## src/rtl/signature_pkg.sv

```systemverilog
// Shared MISR definitions: default polynomial/seed, FSM state type and step helpers.
// Used by output_signature and other signature checkers.
package signature_pkg;

  localparam logic [31:0] DEF_POLY   = 32'h04C11DB7;
  localparam logic [31:0] DEF_SEED   = 32'hFFFFFFFF;
  localparam int          MISR_MAX_W = 64;

  typedef enum logic {
    IDLE = 1'b0,
    FOLD = 1'b1
  } sig_state_t;

  function automatic int nchunk(input int in_w, input int chunk_w);
    return (in_w + chunk_w - 1) / chunk_w;
  endfunction

  // One shift/feedback/xor step on the low w bits; callers truncate to w.
  function automatic logic [MISR_MAX_W-1:0] misr_step(
    input logic [MISR_MAX_W-1:0] sig,
    input logic [MISR_MAX_W-1:0] chunk,
    input logic [MISR_MAX_W-1:0] poly,
    input int                    w
  );
    logic fb;
    fb = ((sig >> (w - 1)) & MISR_MAX_W'(1)) != '0;
    return (sig << 1) ^ (fb ? poly : '0) ^ chunk;
  endfunction

endpackage

```

## src/rtl/output_signature_misr_reg.sv

```systemverilog
// W-bit multiple-input signature register with load-seed and step controls.
// Load-seed wins over step; reset also loads the seed.
module misr_reg
  import signature_pkg::*;
#(
  parameter int           W    = 32,
  parameter logic [W-1:0] POLY = W'(DEF_POLY),
  parameter logic [W-1:0] SEED = W'(DEF_SEED)
) (
  input  logic         clk,
  input  logic         rst,
  input  logic         i_load_seed,
  input  logic         i_step,
  input  logic [W-1:0] i_chunk,
  output logic [W-1:0] o_sig
);

  logic [W-1:0] r_sig;
  logic [W-1:0] w_next;

  assign w_next = W'(misr_step(MISR_MAX_W'(r_sig), MISR_MAX_W'(i_chunk),
                               MISR_MAX_W'(POLY), W));

  always_ff @(posedge clk or posedge rst) begin
    if (rst) begin
      r_sig <= SEED;
    end else if (i_load_seed) begin
      r_sig <= SEED;
    end else if (i_step) begin
      r_sig <= w_next;
    end
  end

  assign o_sig = r_sig;

endmodule

```

## src/rtl/output_signature.sv

```systemverilog
// Folds one IN_W-bit vector per handshake into a CHUNK_W-bit MISR, LSB chunk first.
// Optional expected-signature compare is built when OUTPUT_SIGNATURE_COMPARE_EN is defined.
//
// state | meaning
// IDLE  | ready for a vector; signature stable
// FOLD  | folding one chunk of the held vector per cycle
module output_signature
  import signature_pkg::*;
#(
  parameter int                 IN_W    = 1373,
  parameter int                 CHUNK_W = 32,
  parameter logic [CHUNK_W-1:0] POLY    = CHUNK_W'(DEF_POLY),
  parameter logic [CHUNK_W-1:0] SEED    = CHUNK_W'(DEF_SEED)
) (
  input  logic               clk,
  input  logic               rst,
  input  logic               clear,
  input  logic               in_valid,
  output logic               in_ready,
  input  logic [IN_W-1:0]    in_data,
  output logic [CHUNK_W-1:0] sig_out,
  output logic               sig_valid,
  output logic [15:0]        count_out,
  output logic               busy
`ifdef OUTPUT_SIGNATURE_COMPARE_EN
  ,
  input  logic [CHUNK_W-1:0] exp_sig,
  output logic               mismatch
`endif
);

  localparam int NCHUNK = nchunk(IN_W, CHUNK_W);
  localparam int PAD_W  = NCHUNK * CHUNK_W;
  localparam int IDX_W  = (NCHUNK > 1) ? $clog2(NCHUNK) : 1;
  localparam logic [IDX_W-1:0] LAST_IDX = IDX_W'(NCHUNK - 1);

  sig_state_t         r_state;
  logic               r_in_ready;
  logic               r_busy;
  logic               r_sig_valid;
  logic [IDX_W-1:0]   r_idx;
  logic [PAD_W-1:0]   r_hold;
  logic [15:0]        r_count;
  logic [PAD_W-1:0]   w_in_pad;
  logic [CHUNK_W-1:0] w_chunk;
  logic               w_step;

  generate
    if (PAD_W > IN_W) begin : g_pad
      assign w_in_pad = {{(PAD_W - IN_W){1'b0}}, in_data};
    end else begin : g_nopad
      assign w_in_pad = in_data;
    end
  endgenerate

  // The hold register shifts down one chunk per fold, so the current chunk is always at the bottom.
  assign w_chunk = r_hold[CHUNK_W-1:0];
  assign w_step  = (r_state == FOLD);

  always_ff @(posedge clk or posedge rst) begin
    if (rst) begin
      r_state     <= IDLE;
      r_in_ready  <= 1'b1;
      r_busy      <= 1'b0;
      r_sig_valid <= 1'b0;
      r_idx       <= '0;
      r_hold      <= '0;
      r_count     <= '0;
    end else if (clear) begin
      r_state     <= IDLE;
      r_in_ready  <= 1'b1;
      r_busy      <= 1'b0;
      r_sig_valid <= 1'b0;
      r_idx       <= '0;
      r_count     <= '0;
    end else begin
      r_sig_valid <= 1'b0;
      case (r_state)
        IDLE: begin
          if (in_valid) begin
            r_state    <= FOLD;
            r_in_ready <= 1'b0;
            r_busy     <= 1'b1;
            r_idx      <= '0;
            r_hold     <= w_in_pad;
          end
        end
        FOLD: begin
          r_hold <= r_hold >> CHUNK_W;
          if (r_idx == LAST_IDX) begin
            r_state     <= IDLE;
            r_in_ready  <= 1'b1;
            r_busy      <= 1'b0;
            r_sig_valid <= 1'b1;
            r_count     <= r_count + 16'd1;
          end else begin
            r_idx <= r_idx + IDX_W'(1);
          end
        end
        default: r_state <= IDLE;
      endcase
    end
  end

  misr_reg #(
    .W    (CHUNK_W),
    .POLY (POLY),
    .SEED (SEED)
  ) u_misr (
    .clk         (clk),
    .rst         (rst),
    .i_load_seed (clear),
    .i_step      (w_step),
    .i_chunk     (w_chunk),
    .o_sig       (sig_out)
  );

  assign in_ready  = r_in_ready;
  assign busy      = r_busy;
  assign sig_valid = r_sig_valid;
  assign count_out = r_count;

`ifdef OUTPUT_SIGNATURE_COMPARE_EN
  logic r_mismatch;

  always_ff @(posedge clk or posedge rst) begin
    if (rst) begin
      r_mismatch <= 1'b0;
    end else if (clear) begin
      r_mismatch <= 1'b0;
    end else if (r_sig_valid && (sig_out != exp_sig)) begin
      r_mismatch <= 1'b1;
    end
  end

  assign mismatch = r_mismatch;
`endif

endmodule

```

## config.mk

```make
export PLATFORM = sky130hd
export DESIGN_NAME = output_signature
export DESIGN_NICKNAME = d
export VERILOG_FILES = /design/src/rtl/signature_pkg.sv /design/src/rtl/output_signature_misr_reg.sv /design/src/rtl/output_signature.sv
export SDC_FILE = /design/constraint.sdc
export NUM_CORES = 2
export LEC_CHECK = 0
export ABC_AREA = 1
export ABC_CLOCK_PERIOD_IN_PS = 44400
export CAP_MARGIN = 0
export CORE_AREA = 2 2 557 559
export DETAILED_ROUTE_END_ITERATION = 12
export DIE_AREA = 0 0 559 561
export GPL_TIMING_DRIVEN = 0
export PLACE_DENSITY = 0.43
export SETUP_SLACK_MARGIN = 0.3
export SLEW_MARGIN = 20
export SYNTH_ARGS = -nofsm -noshare
export SYNTH_HDL_FRONTEND = slang
export SYNTH_HIERARCHICAL = 1
export SYNTH_SLANG_ARGS = --single-unit
```

## constraint.sdc

```tcl
create_clock -name clk -period 44.4 [get_ports clk]
set_input_delay 8.88 -clock clk [delete_from_list [all_inputs] [get_ports clk]]
set_output_delay 8.88 -clock clk [all_outputs]
set_load 0.02 [all_outputs]
```

==> run summary <==
Clock root cell: clkbuf_16
Slew @ Worst Pin: 1.04 ns
Clk_lat worst skew: 0.86 ns
Cell Area, Synth: 0.0645 sq mm
Port Buffers: 1427
Highest clock rate: 85.8 MHz
Synth Register Bits: 1431
CTS tree: yes
Hold Violations, Final: 0
GR Overflow Total: 0
Setup TNS: 0 ns
Die area: 0.314 sq mm
Crit Path Max Fanout: 13
Area Growth Syn to Fin: 41.4%
Worst reg2reg setup slack: 40.55 ns
Min Hold Slack: 0.471 ns
Routed wire length: 369000 um
Min-Delay Path Class: flop to flop
CP required: 45.09 ns
CTS Buf Count: 180
Post-Place Cells: 13500
Die span in x: 559 um
Hold depth: 2
Post-cts sizing count: 0
Non-Filler Instances: 13900
Sink Count: 1431
Initial core utilization: 0.210
Crit path time final: 11.65 ns
Routed Antenna Nets: 0
Worst hold start: r_hold[1341]$_DFFE_PP0P_
Fill count: 33400
Mapped Cells: 7892
Max VDD drop: 33.4 uV
Global-route wire length before repair: 507000 um
CP endpoint kind: flop
Gp weighted congestion: 0.987
Post-CTS Hold Buffers: 0
DRT iter0 DRCs: 5014
Slowest stage delay, CP: 0.81 ns
Hold Path Sink: r_hold[1341]$_DFFE_PP0P_
Clk buf depth: 4
Slowest CP cell: buf_2
Ys async rst share: 1.00
Static leakage: 38.4 nW
Sum of buffers and inverters on the critical path: 5
Finished Cell Area: 0.0911 sq mm
Data arrival, critical path: 12.34 ns
Final Util: 0.296
Most frequent cells in the layout: nand2_1, clkdlybuf4s50_1, dfrtp_1
Row count: 204
Most used cell, CP: buf_2
Worst setup SP type: input port
Yosys cell types: 32
Commonest non-fill, non-tap cell in the layout: nand2_1
Mean Syn Cell Area: 8.17 sq um
Max Cap Viol: 0
Post-synth EDFFs: 0
Nets: 10900
Core outline area: 0.308 sq mm
FF-to-FF Start: r_state$_DFF_PP0_
DR vias: 64000
Vias per cell: 4.62
DRC: 0
Sequential cell area: 0.0359 sq mm
Status: finished clean
Gr usage total: 0.227
Final Max Tran Viols: 0
Slew HR: 0.309
Multi-input logic area: 0.0254 sq mm
WS Path Type: input port to flop
Cell Area, Placed: 0.0850 sq mm
Fraction of layout cells with a size suffix above 1: 0.0754
Reg2Reg Capture Point: r_hold[682]$_DFFE_PP0P_
RSZ-0062 raised after global routing: false
Top_reg_cell synth: dfrtp_1
Clk_skew: 0.0680 ns
Post-Syn Nets: 9272
Largest net degree at the start of global routing: 35
Reg clk slew, reported paths: 0.05 ns
Number of global-route vias before repair: 66900
Setup Buffers After CTS: 0
Final Cycle Share: 0.262
DPL Wire Length: 310000 um
Family with the most delay on the worst path: buffers and inverters
Initial antenna violation count: 158
R2R depth: 8
Worst path cell trace: clkdlybuf4s50_1 > a21oi_1 > buf_2 > buf_2 > buf_2 > buf_2 > a31oi_1
YS warnings: 6
TritonRoute pass-1 iters: 6
Pwr dens: 43.0 mW/mm^2
Die height: 561 um
H-tree levels: 4
Setup Viol. Count Final: 0
Average wire per standard cell: 26.6 um
Io pins: 1428
Post-synthesis sequential area ratio: 0.556
-- state kept, by name (all words and copies together) (netlist names) --
| register | flops |
|---|---|
| r_state | 1 |
| in_ready | 1 |
| r_idx | 6 |
| busy | 1 |
| u_misr/o_sig | 32 |
| r_hold | 1373 |
| sig_valid | 1 |
| count_out | 16 |
-- area by class of cell --
class	instances	area share
sequential	1431	0.393
multi-input combinational	5753	0.278
timing repair buffer	1480	0.169
clock buffer	256	0.0572
tap	4120	0.0566
buffer	615	0.0320
clock inverter	67	0.00824
inverter	93	0.00395
antenna	58	0.00159
-- worst min-delay path, stage by stage (launching register included) --
cell	delay, ns
dfrtp_1	0.34
nand2_1	0.05
nand2_1	0.05
-- cells in the mapped netlist (3+ instances only) --
master	count	area, sq um
nand3_1	78	390
dfrtp_1	1398	35000
buf_1	24	90.1
nor2_1	1372	5150
o22ai_1	18	113
ha_1	3	37.5
buf_2	271	1360
nand2_1	2868	10800
or2_2	7	43.8
buf_6	6	67.6
inv_2	3	11.3
buf_4	52	390
xor2_1	20	175
a21oi_1	3	15.0
o21ai_0	21	105
nand4_1	5	31.3
nand2_2	8	50.1
inv_1	87	327
dfstp_2	33	867
a31oi_1	1341	8390
nand2_4	3	33.8
clkbuf_1	260	976
-- power breakdown --
| group | switching (W) | leakage, nW | internal [W] |
|---|---|---|---|
| clock network | 0.000626 | 2.94 | 0.000882 |
| logic | 0.000428 | 19.4 | 0.000306 |
| registers | 0.000152 | 16.0 | 0.00152 |
| total | 0.00121 | 38.4 | 0.00271 |
-- worst max path at each step --
stage	start	end	slack [ns]	cells after the start
6_report	clear	r_hold[682]$_DFFE_PP0P_	32.75	7
5_1_grt	clear	r_hold[700]$_DFFE_PP0P_	32.67	7
4_1_cts	clear	r_hold[585]$_DFFE_PP0P_	32.60	7
3_5_place_dp	clear	r_hold[585]$_DFFE_PP0P_	31.64	7
3_3_place_gp	rst	r_hold[943]$_DFFE_PP0P_	6.13	2
2_1_floorplan	rst	busy$_DFFE_PP0P_	16.16	1
-- stage by stage --
| step | power (W) | setup slack (ns) |
|---|---|---|
| after floorplan | 0.00203 | 16.16 |
| after global placement | 0.00243 | 6.13 |
| after detailed placement | 0.00244 | 31.64 |
| after CTS | 0.00397 | 32.60 |
| after global routing | 0.00409 | 32.67 |
| final | 0.00392 | 32.75 |
-- cells by family after synthesis --
| logic type | after synthesis | synth area share |
|---|---|---|
| adders and majority gates | 3 | 0.000582 |
| DFF | 1431 | 0.556 |
| and+or+nand+nor | 4343 | 0.256 |
| xor gates and xnor gates | 20 | 0.00272 |
| buffers and inverters | 708 | 0.0507 |
| AOI/OAI and AO/OA | 1387 | 0.134 |
-- routing by layer --
layer | GRT usage | part of all wire
met4 | 0.0799 | 0.038
met3 | 0.0479 | 0.062
met5 | 0 | 0.0016
met2 | 0.424 | 0.52
met1 | 0.252 | 0.37
No activity file was read; power rests on OpenSTA's default activity.
